[src/rtl/mac_layer_sequencer.sv]
// mac_layer_sequencer: drives the single-neuron INT8 MAC runner once per output neuron of a
// layer. It packs four signed INT8 results into each 32-bit word and writes that word to an
// output BRAM. The host sees one layer-level start/busy/done handshake.
//
// Optional build macro MAC_SEQ_RELU_EN: when it is defined, each result below the output zero
// point zo_in is clamped up to zo_in before packing (quantized ReLU). When it is undefined, the
// result is packed unchanged and zo_in is ignored.

module mac_layer_sequencer #(
    parameter int unsigned NEURON_W   = 10,
    parameter int unsigned OUT_ADDR_W = 8
) (
    input  logic                  clk,
    input  logic                  rstn,
    input  logic                  layer_start_in,
    input  logic [NEURON_W-1:0]   num_neurons_in,
    input  logic [7:0]            zo_in,
    output logic                  runner_start_out,
    input  logic                  runner_done_in,
    input  logic [7:0]            runner_result_in,
    output logic [NEURON_W-1:0]   neuron_idx_out,
    output logic                  out_we,
    output logic [OUT_ADDR_W-1:0] out_addr,
    output logic [31:0]           out_wdata,
    output logic [3:0]            out_be,
    output logic                  layer_busy,
    output logic                  layer_done
);

    localparam logic [NEURON_W-1:0] IdxOne = NEURON_W'(1);

    typedef enum logic [2:0] {
        StIdle,
        StIssue,
        StWait,
        StStore,
        StWrite,
        StDone
    } state_e;

    state_e                state_q;
    logic [NEURON_W-1:0]   count_q;
    logic [NEURON_W-1:0]   idx_q;
    logic [31:0]           pack_q;
    logic [3:0]            be_acc_q;
    logic [7:0]            result_q;
    logic                  start_d;
    logic                  done_d;

    logic                  start_pulse;
    logic                  done_rise;
    logic [1:0]            lane;
    logic                  last_neuron;
    logic                  word_full;
    logic [7:0]            relu_val;
    logic [31:0]           pack_next;
    logic [3:0]            be_next;
    logic [OUT_ADDR_W-1:0] word_addr;

    assign start_pulse    = layer_start_in & ~start_d;
    // The runner holds done high until its next start, so only a fresh rising edge is a result.
    assign done_rise      = runner_done_in & ~done_d;
    assign lane           = idx_q[1:0];
    assign last_neuron    = (idx_q == (count_q - IdxOne));
    assign word_full      = (lane == 2'd3);
    // Truncation gives the modulo-2^OUT_ADDR_W wrap when a layer overflows the output BRAM.
    assign word_addr      = OUT_ADDR_W'(idx_q[NEURON_W-1:2]);
    assign neuron_idx_out = idx_q;

    // Result post-processing: quantized ReLU clamps at the output zero point when enabled.
`ifdef MAC_SEQ_RELU_EN
    always_comb begin
        relu_val = result_q;
        if ($signed(result_q) < $signed(zo_in)) begin
            relu_val = zo_in;
        end
    end
`else
    logic unused_zo;
    assign unused_zo = ^zo_in;

    always_comb begin
        relu_val = result_q;
    end
`endif

    // Pack register and byte-enable accumulator with the current lane merged in.
    always_comb begin
        pack_next = pack_q;
        be_next   = be_acc_q;
        pack_next[{lane, 3'b000} +: 8] = relu_val;
        be_next[lane] = 1'b1;
    end

    // Edge-detect history for the host start and the runner done level.
    always_ff @(posedge clk or negedge rstn) begin
        if (!rstn) begin
            start_d <= 1'b0;
            done_d  <= 1'b0;
        end else begin
            start_d <= layer_start_in;
            done_d  <= runner_done_in;
        end
    end

    // Layer FSM; every output is registered and set on the transition into its state.
    always_ff @(posedge clk or negedge rstn) begin
        if (!rstn) begin
            state_q          <= StIdle;
            count_q          <= '0;
            idx_q            <= '0;
            pack_q           <= '0;
            be_acc_q         <= '0;
            result_q         <= '0;
            runner_start_out <= 1'b0;
            out_we           <= 1'b0;
            out_addr         <= '0;
            out_wdata        <= '0;
            out_be           <= '0;
            layer_busy       <= 1'b0;
            layer_done       <= 1'b0;
        end else begin
            runner_start_out <= 1'b0;
            out_we           <= 1'b0;
            unique case (state_q)
                StIdle, StDone: begin
                    // A start pulse that arrives while the layer is busy never reaches this branch.
                    if (start_pulse) begin
                        count_q    <= num_neurons_in;
                        idx_q      <= '0;
                        pack_q     <= '0;
                        be_acc_q   <= '0;
                        layer_done <= 1'b0;
                        if (num_neurons_in == '0) begin
                            state_q    <= StDone;
                            layer_done <= 1'b1;
                            layer_busy <= 1'b0;
                        end else begin
                            state_q          <= StIssue;
                            runner_start_out <= 1'b1;
                            layer_busy       <= 1'b1;
                        end
                    end
                end
                StIssue: begin
                    state_q <= StWait;
                end
                StWait: begin
                    if (done_rise) begin
                        result_q <= runner_result_in;
                        state_q  <= StStore;
                    end
                end
                StStore: begin
                    pack_q   <= pack_next;
                    be_acc_q <= be_next;
                    if (word_full || last_neuron) begin
                        state_q   <= StWrite;
                        out_we    <= 1'b1;
                        out_addr  <= word_addr;
                        out_wdata <= pack_next;
                        out_be    <= be_next;
                    end else begin
                        idx_q            <= idx_q + IdxOne;
                        state_q          <= StIssue;
                        runner_start_out <= 1'b1;
                    end
                end
                StWrite: begin
                    pack_q    <= '0;
                    be_acc_q  <= '0;
                    out_addr  <= '0;
                    out_wdata <= '0;
                    out_be    <= '0;
                    if (last_neuron) begin
                        state_q    <= StDone;
                        layer_done <= 1'b1;
                        layer_busy <= 1'b0;
                    end else begin
                        idx_q            <= idx_q + IdxOne;
                        state_q          <= StIssue;
                        runner_start_out <= 1'b1;
                    end
                end
                default: begin
                    state_q <= StIdle;
                end
            endcase
        end
    end

endmodule

[config.mk]
export PLATFORM = sky130hd
export DESIGN_NAME = mac_layer_sequencer
export DESIGN_NICKNAME = d
export VERILOG_FILES = /design/src/rtl/mac_layer_sequencer.sv
export SDC_FILE = /design/constraint.sdc
export NUM_CORES = 1
export LEC_CHECK = 0
export ABC_AREA = 1
export CAP_MARGIN = 40
export CORE_ASPECT_RATIO = 1.1
export CORE_MARGIN = 2
export CORE_UTILIZATION = 49
export CTS_CLUSTER_SIZE = 20
export DETAILED_ROUTE_END_ITERATION = 10
export GPL_TIMING_DRIVEN = 1
export PLACE_DENSITY = 0.77
export REMOVE_ABC_BUFFERS = 1
export SLEW_MARGIN = 40
export SYNTH_ARGS = -nofsm -noshare
export SYNTH_HDL_FRONTEND = slang
export SYNTH_SLANG_ARGS = --single-unit
[constraint.sdc]
create_clock -name clk -period 2.01 [get_ports clk]
set_clock_uncertainty 0.05 [all_clocks]
set_input_delay 0.201 -clock clk [delete_from_list [all_inputs] [get_ports clk]]
set_output_delay 0.201 -clock clk [all_outputs]
set_load 0.02 [all_outputs]
# Yosys cells after proc, flatten, opt, wreduce, memory -nomap -nowiden
# Cells that the tools add are included.
# W data, S select, Z words.
[totals]
reg_bits = 117
in_bits = 30
output_inout_bits = 58
word_cells = 92
[classes]
addsub = 3
magnitude_cmp = 2
n_eq_ne = 13
shift = 2
muxes = 37
bitwise = 5
reduce_logical = 15
[ops]
columns = ["cell", "n"]
rows = [
  ["$pmux W32 S3", 1],
  ["$mux W32", 2],
  ["$pmux W32 S2", 1],
  ["$bwmux W32", 1],
  ["$shift A8 B7 Y32 const A", 1],
  ["$shiftx A8 B7 Y32", 1],
  ["$mux W10", 3],
  ["$pmux W10 S3", 1],
  ["$pmux W8 S2", 1],
  ["$mux W3", 5],
  ["$pmux W3 S5", 1],
  ["$mux W1", 12],
  ["$ne A2 B2 Y1 const B", 6],
  ["$pmux W4 S3", 1],
  ["$add A10 B1 Y10 const B", 1],
  ["$eq A10 B10 Y1", 1],
  ["$logic_not A10 Y1", 1],
  ["$reduce_and A2 Y1", 5],
  ["$sub A10 B1 Y10 const B", 1],
  ["$mux W4", 2],
  ["$mux W8", 1],
  ["$pmux W4 S2", 1],
  ["$neg A5 Y7", 1],
  ["$eq A3 B2 Y1 const B", 2],
  ["other kinds (19)", 24],
]

# Longest topological paths before layout
[logic_depth]
word_depth = 7
mapped_depth = 15
depth_no_buf = 15

# Least setup slack after synthesis
# OpenSTA, ideal clock, no wires.
[synth_timing]
path_type = "flip-flop to flip-flop"
start = "reg idx_q[0], in the netlist neuron_idx_out[0]"
end = "reg out_wdata[29]"
setup_ns = 0.083
t_arrival_ns = 1.961
required_time_ns = 1.877
path_slack_ns = -0.084
stages_incl_launch_ff = 10
path_buffers = 2
synth_period_minus_slack_ns = 2.094
path_cell_list = "dfrtp_1 > inv_2 > ha_1 > clkbuf_1 > inv_1 > clkbuf_1 > nand3_1 > o22ai_1 > nand2_1 > o21ai_0"
[synth_via]
elab_chain_cells = 5
word_cells_on_any_way = 11
classes_between = "add/sub: 1; eq/ne: 3; shift: 2; mux: 3; reduce/logical: 2"
[synth_lines]
columns = ["element", "line_no", "text"]
rows = [
  ["start, declared", "43", "logic [NEURON_W-1:0] idx_q;"],
  ["start signal, assigned", "164", "idx_q <= idx_q + IdxOne;"],
  ["start signal, assigned", "180", "idx_q <= idx_q + IdxOne;"],
  ["$neg A5 Y7", "91", "pack_next[{lane, 3'b000} +: 8] = relu_val;"],
  ["$shiftx A8 B7 Y32 or $shift A8 B7 Y32 (tied branches)", "91", ""],
  ["$bwmux W32", "91", ""],
  ["$mux W32", "157", "if (word_full || last_neuron) begin"],
  ["$pmux W32 S2", "125", "unique case (state_q)"],
  ["end signal, assigned", "161", "out_wdata <= pack_next;"],
  ["end, declared", "24", "output logic [31:0] out_wdata,"],
]
# Several ways; a longest one is shown, not always the timed one. The select of a mux whose other input is x is not followed.
# A chain may end at the register's enable or synchronous reset.

# Final worst setup path
[layout_timing]
start = "reg count_q[0]"
end = "reg out_wdata[30]"
[layout_via]
elab_chain_cells = 5
[layout_lines]
columns = ["element", "line_no", "text"]
rows = [
  ["start, declared", "42", "logic [NEURON_W-1:0] count_q;"],
  ["start signal, assigned", "129", "count_q <= num_neurons_in;"],
  ["$sub A10 B1 Y10", "64", "assign last_neuron = (idx_q == (count_q - IdxOne));"],
  ["$eq A10 B10 Y1", "64", ""],
  ["$logic_or A1 B1 Y1", "157", ""],
  ["$ne A2 B2 Y1 (no source line)", "n/a", ""],
  ["$reduce_and A2 Y1 (no source line)", "n/a", ""],
]
# Every way passes these cells.

==> results.md <==
- Outcome: finished with violations
- Violated checks: setup timing
- Die X-Extent: 106 um
- Fillers: 881
- R2r setup slk: -120 ps
- Unrepaired setup endpoints after global routing: yes
- Number of buffers created by CTS: 17
- Comb pwr share: 0.429
- Sequential power share: 0.311
- Worst Hold Class: input pin to register
- Critical Path Source Type: register
- Max Cap Viol: 0
- Synth cell count leaders: 142 x nand2_1, 117 x dfrtp_1, 89 x nand3_1, 57 x inv_1, 55 x o21ai_0
- Net Sw Power: 4.75 mW
- Top FF cell, synth: dfrtp_1
- Via count: 5,338
- Inst Count DP: 900
- Total Routing Usage GR: 0.269
- GP Congestion: 0.882
- Die Area: 0.0124 mm^2
- Synth Register Bits: 117
- DRT iter0 DRCs: 465
- Die Span Y: 117 um
- Period utilisation layout: 1.06
- Initial antenna violation count: 0
- Slew margin rel.: 0.627
- Initial Util: 0.499
- Worst Tran Pin Value: 559 ps
- Share of the synthesized area in the top cell type: 0.518
- CP Data Arrival Time: 2380 ps
- Worst vdd ir: 987 uV
- Synth Instances: 667
- Pwr Density: 1610 mW/mm^2
- Drt pass-1 iters: 5
- Final setup viols: 58
- Diode count: 0
- Fin crit period: 2130 ps
- Synth warn: 0
- EDFF count, synth: 0
- Area growth, synth to finish: 34.8%
- Critical Path Sink Type: register
- Vias per cell: 5.68
- I/O Pins: 88
- DR WL/cell: 17.1 um
- Core Rows: 41
- Sequential element share of the synthesized area: 0.518
- Max Clk Rate: 0.469 GHz
- Clock power share: 0.260
- Post-Syn Area per Cell: 8.47 um^2
- Async SR Flop Fraction: 1.00
- Final Hold Violating Endpoints: 0
- Max FO, Critical Path: 23
- Final WS setup: -121 ps
- DPL Wire Length: 10.6 mm
- Vias in the first global route: 5,196
- Pint: 7.49 mW
- Clock Path Buffers: 2
- Layout cells sized above 1: 0.148
- CTS tree: built
- DRT antenna net count: 0
- Pin count of the biggest net entering global routing: 56
- Leakage power: 3.56 nW
- Fin. max-slew vios: 0
- Worst skew pair latency: 410 ps
- Non-Filler Instances: 939
- Synth cell types: 32
- Cell taking the most area after synthesis: dfrtp_1
- Post-layout util: 0.672
- Mapped Area: 0.00565 mm^2
- Top-count cell post-synth: nand2_1
- Core ar.: 0.0113 mm^2
- GRT overflow: 0
- Switching share of power: 0.388
- Post-route DRC: 0
- Clock root cell: clkbuf_16
- Area contributors post-synth: dfrtp_1 52%, nand2_1 9.4%, nand3_1 7.9%, o21ai_0 4.9%, inv_1 3.8%
- Reg clk slew, reported paths: 60 ps
- CP required: 2260 ps
- Routed wire length: 16.0 mm
- Clock tree sinks: 117
- Buffers on Ports: 79
- First-pass GRT wire length: 25.8 mm
- Kind of critical path: register to register
- Final Net Count: 816
- CTS H-tree lvls: 4
## cells by family after synthesis
logic type,after synthesis,synth area share
adders and majority gates,9,0.0199
and+or+nand+nor,295,0.234
xor gates and xnor gates,10,0.0155
muxes,8,0.0159
AOI/OAI and AO/OA,130,0.123
buffers and inverters,98,0.0742
DFF,117,0.518
## power groups by stage
stage / Combinational (mW) / Sequential, mW / Clock [mW]
2_1_floorplan: 2.37 / 4.16 / 0
3_3_place_gp: 4.65 / 3.75 / 0
3_5_place_dp: 4.81 / 3.80 / 0
4_1_cts: 5.09 / 3.78 / 3.18
5_1_grt: 5.75 / 3.88 / 3.31
6_report: 5.26 / 3.81 / 3.18
## repair_timing
| item | CTS | global route |
|---|---|---|
| endpoints found under the hold margin | 32 | 0 |
| cloned | 2 | 1 |
| setup buffers | 4 | 0 |
| pin swaps | 2 | 5 |
| gates resized for setup | 27 | 13 |
| hold buffers | 1 | 0 |
| endpoints found under the setup margin | 60 | 92 |
## worst paths after layout
| kind | startpoint | endpoint | cells past startpoint |
|---|---|---|---|
| setup / recovery | count_q[0]$_DFFE_PN0P_ | out_wdata[30]$_DFFE_PN0P_ | 12 |
| hold / removal | runner_done_in | done_d$_DFF_PN0_ | 1 |
| setup reg to reg | count_q[0]$_DFFE_PN0P_ | out_wdata[30]$_DFFE_PN0P_ | 12 |
| hold reg to reg | pack_q[20]$_DFFE_PN0P_ | pack_q[20]$_DFFE_PN0P_ | 2 |
| max in group asynchronous | rstn | pack_q[30]$_DFFE_PN0P_ | 3 |
| min in group asynchronous | rstn | out_wdata[1]$_DFFE_PN0P_ | 2 |
## worst max-delay path: stages, from the launching register on
cell,delay (ps)
dfrtp_1,370
inv_2,60
ha_4,250
xor2_1,140
o21ai_1,80
nor2_1,160
nand3_2,130
buf_6,150
o21bai_4,150
nand2_4,110
buf_12,190
nand3_1,80
o21ai_1,80
## layout make-up
class,count,area [um^2],area share
tap,150,188,0.0246
clock buffer,22,464,0.0609
sequential,117,2930,0.385
clock inverter,9,151,0.0199
timing repair buffer,125,1250,0.165
multi-input combinational,452,2380,0.313
inverter,64,249,0.0327
## state kept, by name, summed over array words and instances (netlist names)
name and count:
done_d 1, out_wdata 32, be_acc_q 4, out_addr 8
state_q 3, layer_busy 1, start_d 1, count_q 10
relu_val 8, out_we 1, runner_start_out 1, out_be 4
neuron_idx_out 10, layer_done 1, pack_q 32
## placed cells by master (no fill, tap or decap), types with 3 or more instances in the layout
cell             synthesis  final
xor2_1                   6      6
a21oi_1                 11     11
buf_6                    5      5
o21ai_2                  0      3
o21ai_1                 36     41
ha_1                     9      8
clkbuf_1                12      3
buf_4                    0     34
nand3_2                  4      5
xnor2_1                  4      4
nand3_1                 89     86
nor2_1                  35     34
dfrtp_1                117    115
inv_1                   57     54
nand2_1                142    140
clkinv_2                 0      3
nand2_2                  2      3
buf_12                   0      5
mux2_2                   8      8
nand4_1                 11     11
clkbuf_16                0     18
bufinv_16                0      4
inv_2                    7      8
o21ai_0                 55     47
clkdlybuf4s50_1          0     77
o22ai_1                 25     25
nor3_1                   3      3
## layer usage
metal  routed length, um  vias up  GRT usage
met5                   0        -          0
met4                 368        0      0.101
met3                 920       36     0.0636
met2                8110      273      0.461
met1                6650     2572      0.333
li1                    -     2457          -
## per-stage QoR
step / setup WS, ps / hold slack [ps] / power [mW] / setup TNS [ps] / instance area [um^2]
detailed placement: -122 / 136 / 8.61 / -5550 / 6800
CTS: -107 / 203 / 12.1 / -4540 / 7560
floorplan: -617 / -145 / 6.53 / -23630 / 5470
global placement: -85.7 / 121 / 8.41 / -3790 / 6800
finish: -121 / 209 / 12.2 / -5440 / 7620
global route: -249 / 205 / 12.9 / -13050 / 7620
Note: power is estimated with default switching activity, not from simulation.
==> edit 1 (same settings) <==
Add an input register stage for `layer_start_in`, `num_neurons_in`, `runner_done_in` and `runner_result_in`, with the module's reset; this delays them by one clock. The other inputs are not delayed to match.
--- a/src/rtl/mac_layer_sequencer.sv
+++ b/src/rtl/mac_layer_sequencer.sv
@@ -38,6 +38,25 @@
         StDone
     } state_e;
 
+    logic layer_start_q;
+    logic [NEURON_W-1:0] num_neurons_q;
+    logic runner_done_q;
+    logic [7:0] runner_result_q;
+
+    always_ff @(posedge clk or negedge rstn) begin
+        if (!rstn) begin
+            layer_start_q   <= '0;
+            num_neurons_q   <= '0;
+            runner_done_q   <= '0;
+            runner_result_q <= '0;
+        end else begin
+            layer_start_q   <= layer_start_in;
+            num_neurons_q   <= num_neurons_in;
+            runner_done_q   <= runner_done_in;
+            runner_result_q <= runner_result_in;
+        end
+    end
+
     state_e                state_q;
     logic [NEURON_W-1:0]   count_q;
     logic [NEURON_W-1:0]   idx_q;
@@ -57,9 +76,9 @@
     logic [3:0]            be_next;
     logic [OUT_ADDR_W-1:0] word_addr;
 
-    assign start_pulse    = layer_start_in & ~start_d;
+    assign start_pulse    = layer_start_q & ~start_d;
     // The runner holds done high until its next start, so only a fresh rising edge is a result.
-    assign done_rise      = runner_done_in & ~done_d;
+    assign done_rise      = runner_done_q & ~done_d;
     assign lane           = idx_q[1:0];
     assign last_neuron    = (idx_q == (count_q - IdxOne));
     assign word_full      = (lane == 2'd3);
@@ -98,8 +117,8 @@
             start_d <= 1'b0;
             done_d  <= 1'b0;
         end else begin
-            start_d <= layer_start_in;
-            done_d  <= runner_done_in;
+            start_d <= layer_start_q;
+            done_d  <= runner_done_q;
         end
     end
 
@@ -126,12 +145,12 @@
                 StIdle, StDone: begin
                     // A start pulse that arrives while the layer is busy never reaches this branch.
                     if (start_pulse) begin
-                        count_q    <= num_neurons_in;
+                        count_q    <= num_neurons_q;
                         idx_q      <= '0;
                         pack_q     <= '0;
                         be_acc_q   <= '0;
                         layer_done <= 1'b0;
-                        if (num_neurons_in == '0) begin
+                        if (num_neurons_q == '0) begin
                             state_q    <= StDone;
                             layer_done <= 1'b1;
                             layer_busy <= 1'b0;
@@ -147,7 +166,7 @@
                 end
                 StWait: begin
                     if (done_rise) begin
-                        result_q <= runner_result_in;
+                        result_q <= runner_result_q;
                         state_q  <= StStore;
                     end
                 end
Behaviour: not the same (Yosys sat finds a counterexample within 4 cycles, from zero or initial values and one cycle with rstn low).
==> edit 1 against the original RTL <==
The flow still finishes with violations (setup timing); wire length increased by 1.3%; power is 15% lower; area after synthesis up 12%; worst setup slack worse by 0.054 ns; sequential power down 4%; clock power decreased by 6%; global-route usage decreased by 2.7 points; cell area grew 11%; count of clock-buffer cells in the layout down 5; fmax down 2.5%; largest cell class unchanged; sequential cell count rose by 20.
==> edit 1: results (changes against the original RTL) <==
| Metric | Value |
|---|---|
| Leading post-synthesis cells by cell area | `dfrtp_1 54%, nand2_1 11%, nor2_1 5.3%, o21ai_0 3.9%, nand3_1 3.8% (was dfrtp_1 52%, nand2_1 9.4%, nand3_1 7.9%, o21ai_0 4.9%, inv_1 3.8%)` |
| Maximum VDD drop | `0.690 mV (was 0.987 mV)` |
| Fin worst setup slack | `-0.175 ns (was -0.121 ns)` |
| Critical Path AT | `2.45 ns (was 2.38 ns)` |
| Cells after Synth | `739 (was 667)` |
| Vias | `5502 (was 5338)` |
| Mux contribution to synthesized area | `0 (was 0.0159)` |
| Area post-placement | `7450 um^2 (was 6800 um^2)` |
| Lkg Pwr | `3.99 nW (was 3.56 nW)` |
| Largest net degree at the start of global routing | `53 (was 56)` |
| Via density | `5.37 (was 5.68)` |
| Number of global-route vias before repair | `5618 (was 5196)` |
| Setup tns final | `-7.88 ns (was -5.44 ns)` |
| Synthesized-area fraction occupied by adder cells | `0.0179 (was 0.0199)` |
| Fillcell total | `1014 (was 881)` |
| Clock latency on the worst-skew pair | `0.43 ns (was 0.41 ns)` |
| First DRT Iteration DRCs | `478 (was 465)` |
| Part of the power in registers | `0.353 (was 0.311)` |
| Seq pwr | `3.66 mW (was 3.81 mW)` |
| Wire length of the first global-routing pass | `26.5 mm (was 25.8 mm)` |
| Final WL | `16.2 mm (was 16.0 mm)` |
| Sw Share | `0.390 (was 0.388)` |
| Crit-path max FO | `7 (was 23)` |
| Combinational Power Share | `0.359 (was 0.429)` |
| Seq/Total Area, Yosys | `0.543 (was 0.518)` |
| Gr usage total | `0.242 (was 0.269)` |
| Xor/xnor share of the synthesized area | `0.0111 (was 0.0155)` |
| Yosys cell types | `36 (was 32)` |
| # nets final | `893 (was 816)` |
| Core Util, Final | `0.669 (was 0.672)` |
| Failing checks | `setup timing (unchanged)` |
| Post-synth top cells | `186 x nand2_1, 137 x dfrtp_1, 89 x nor2_1 (was 142 x nand2_1, 117 x dfrtp_1, 89 x nand3_1)` |
| Placed Cells | `979 (was 900)` |
| Dpl hpwl | `10.7 mm (was 10.6 mm)` |
| Share of layout cells above drive strength 1 | `0.179 (was 0.148)` |
| Synth Area in Compound Gates | `0.108 (was 0.123)` |
| Status | `finished with violations (unchanged)` |
| Endpoints failing setup | `58 (unchanged)` |
| Pre-CTS WS | `-0.0915 ns (was -0.122 ns)` |
-- edit 1: cell count changes after synthesis, sizes merged, moves of 20 or more --
| cell | change |
|---|---|
| nand2 | +44 |
| nand3 | -35 |
| o21ai | -23 |
| dfrtp | +20 |
| nor2 | +57 |
| a21oi | +35 |
| o22ai | -24 |
-- edit 1: cell type report --
class,instances,area share
well taps,157,0.0233
inverters,63,0.0296
multi-input cells,508,0.311
flip-flops and latches,137,0.407
clock inverters,15,0.0169
clock buffers,17,0.0505
repair buffers,127,0.161
-- edit 1: timing repair --
action,CTS,global route
setup buffers,4,1
gates cloned,3,4
hold endpoints to repair,48,0
pin swaps,2,7
hold buffers,1,0
gates resized for setup,17,41
endpoints found under the setup margin,59,85
-- edit 1: final timing paths --
| check | endpoint | slack (ns) | cells past startpoint | from |
|---|---|---|---|---|
| max | out_addr[4] | -0.17 | 16 | count_q[0] |
| min | runner_result_q[5] | 0.16 | 1 | runner_result_in[5] |
| max reg2reg | out_addr[4] | -0.17 | 16 | count_q[0] |
| min reg2reg | start_d | 0.33 | 0 | layer_start_q |
| max in group asynchronous | state_q[0] | 1.00 | 3 | rstn |
| min in group asynchronous | num_neurons_q[4] | 0.24 | 2 | rstn |
-- edit 1: worst max-delay path, cell delays in order, from the launching register on --
cell       delay [ns]
dfrtp_1          0.38
inv_2            0.07
ha_4             0.27
inv_2            0.02
nand2_1          0.05
nand2_1          0.04
nor2_1           0.09
nand2_1          0.06
nor2_1           0.12
nand2_1          0.08
nor2_2           0.12
nand3_2          0.12
nand2_4          0.14
nand2_4          0.14
clkbuf_16        0.20
nand3_2          0.06
o21ai_2          0.05
-- edit 1: layer usage --
metal  GRT usage  wire (um)  vias up
li1            -          -     2627
met1       0.292       6710     2675
met2       0.416       8310      166
met3      0.0569        789       34
met4       0.110        444        0
met5           0          0        -
==> edit 2 (same settings) <==
Made on the original files. Add a define of `MAC_SEQ_RELU_EN`.
--- a/src/rtl/mac_layer_sequencer.sv
+++ b/src/rtl/mac_layer_sequencer.sv
@@ -5,6 +5,8 @@
 // Optional build macro MAC_SEQ_RELU_EN: when it is defined, each result below the output zero
 // point zo_in is clamped up to zo_in before packing (quantized ReLU). When it is undefined, the
 // result is packed unchanged and zo_in is ignored.
+
+`define MAC_SEQ_RELU_EN
 
 module mac_layer_sequencer #(
     parameter int unsigned NEURON_W   = 10,
Behaviour: not the same (Yosys sat finds a counterexample within 10 cycles, from zero or initial values and one cycle with rstn low).
==> edit 2 against the original RTL <==
Wire length rose by 20%; via count rose by 17%; critical path type unchanged; cell area rose by 18%; area after synthesis rose by 6.5%; fmax fell by 1.2%; the run still ends with setup timing left; worst setup slack got worse by 0.027 ns; sequential cell count did not move; power rose by 3.6%.
==> edit 2: results (changes against the original RTL) <==
| Metric | Value |
|---|---|
| Maximum VDD drop | `0.864 mV (was 0.987 mV)` |
| Failing checks | `setup timing (unchanged)` |
| P_clk | `2.99 mW (was 3.18 mW)` |
| Cell internal pwr | `7.31 mW (was 7.49 mW)` |
| Leading post-synthesis cells by cell area | `dfrtp_1 49%, nand2_1 21%, nand3_1 7.1%, ha_1 3.3%, inv_1 3.2% (was dfrtp_1 52%, nand2_1 9.4%, nand3_1 7.9%, o21ai_0 4.9%, inv_1 3.8%)` |
| GRT met3 Usage | `0.0485 (was 0.0636)` |
| Status | `finished with violations (unchanged)` |
| Worst hold margin | `0.205 ns (was 0.209 ns)` |
| Setup tns final | `-8.34 ns (was -5.44 ns)` |
| Seq pwr | `3.47 mW (was 3.81 mW)` |
| Worst hold start | `layer_start_in (was runner_done_in)` |
| Buffering overhead | `0.186 (was 0.165)` |
| Final WL | `19.3 mm (was 16.0 mm)` |
| Gr usage total | `0.274 (was 0.269)` |
| Area post-placement | `7420 um^2 (was 6800 um^2)` |
| Slowest stage delay, CP | `0.45 ns (was 0.37 ns)` |
| GR Util met2 | `0.456 (was 0.461)` |
| Endpoints failing setup | `87 (was 58)` |
| # port buffers | `87 (was 79)` |
| Count of non-CTS buffers in the layout | `166 (was 125)` |
| Fin worst setup slack | `-0.148 ns (was -0.121 ns)` |
| Slew HR | `0.675 (was 0.627)` |
| First DRT Iteration DRCs | `581 (was 465)` |
| Logic inverters | `59 (was 64)` |
| Crit-path max FO | `7 (was 23)` |
| Slowest CP cell | `dfrtp_2 (was dfrtp_1)` |
| Vias | `6228 (was 5338)` |
| Psw | `5.37 mW (was 4.75 mW)` |
==> edit 2: logic make-up (layout without fill, tap and decap cells) <==
group	after synthesis	after routing	synth area share
and+or+nand+nor	495	496	0.351
DFF	117	117	0.486
buffers and inverters	87	257	0.0605
AOI/OAI and AO/OA	50	50	0.0426
adders and majority gates	16	16	0.0332
xor gates and xnor gates	9	9	0.0131
muxes	7	7	0.0131
==> edit 2: per-layer routing <==
layer	routed length [um]	vias to the layer above
met5	0	-
met4	801	0
met3	1310	70
met2	9760	368
met1	7400	2955
li1	-	2835
==> edit 2: what timing repair did <==
| item | CTS | global route |
|---|---|---|
| hold endpoints to repair | 29 | 0 |
| endpoints found under the setup margin | 88 | 95 |
| gates resized for setup | 42 | 137 |
| gates cloned | 2 | 5 |
| hold buffers | 1 | 0 |
| setup buffers | 6 | 8 |
| pin swaps | 7 | 48 |
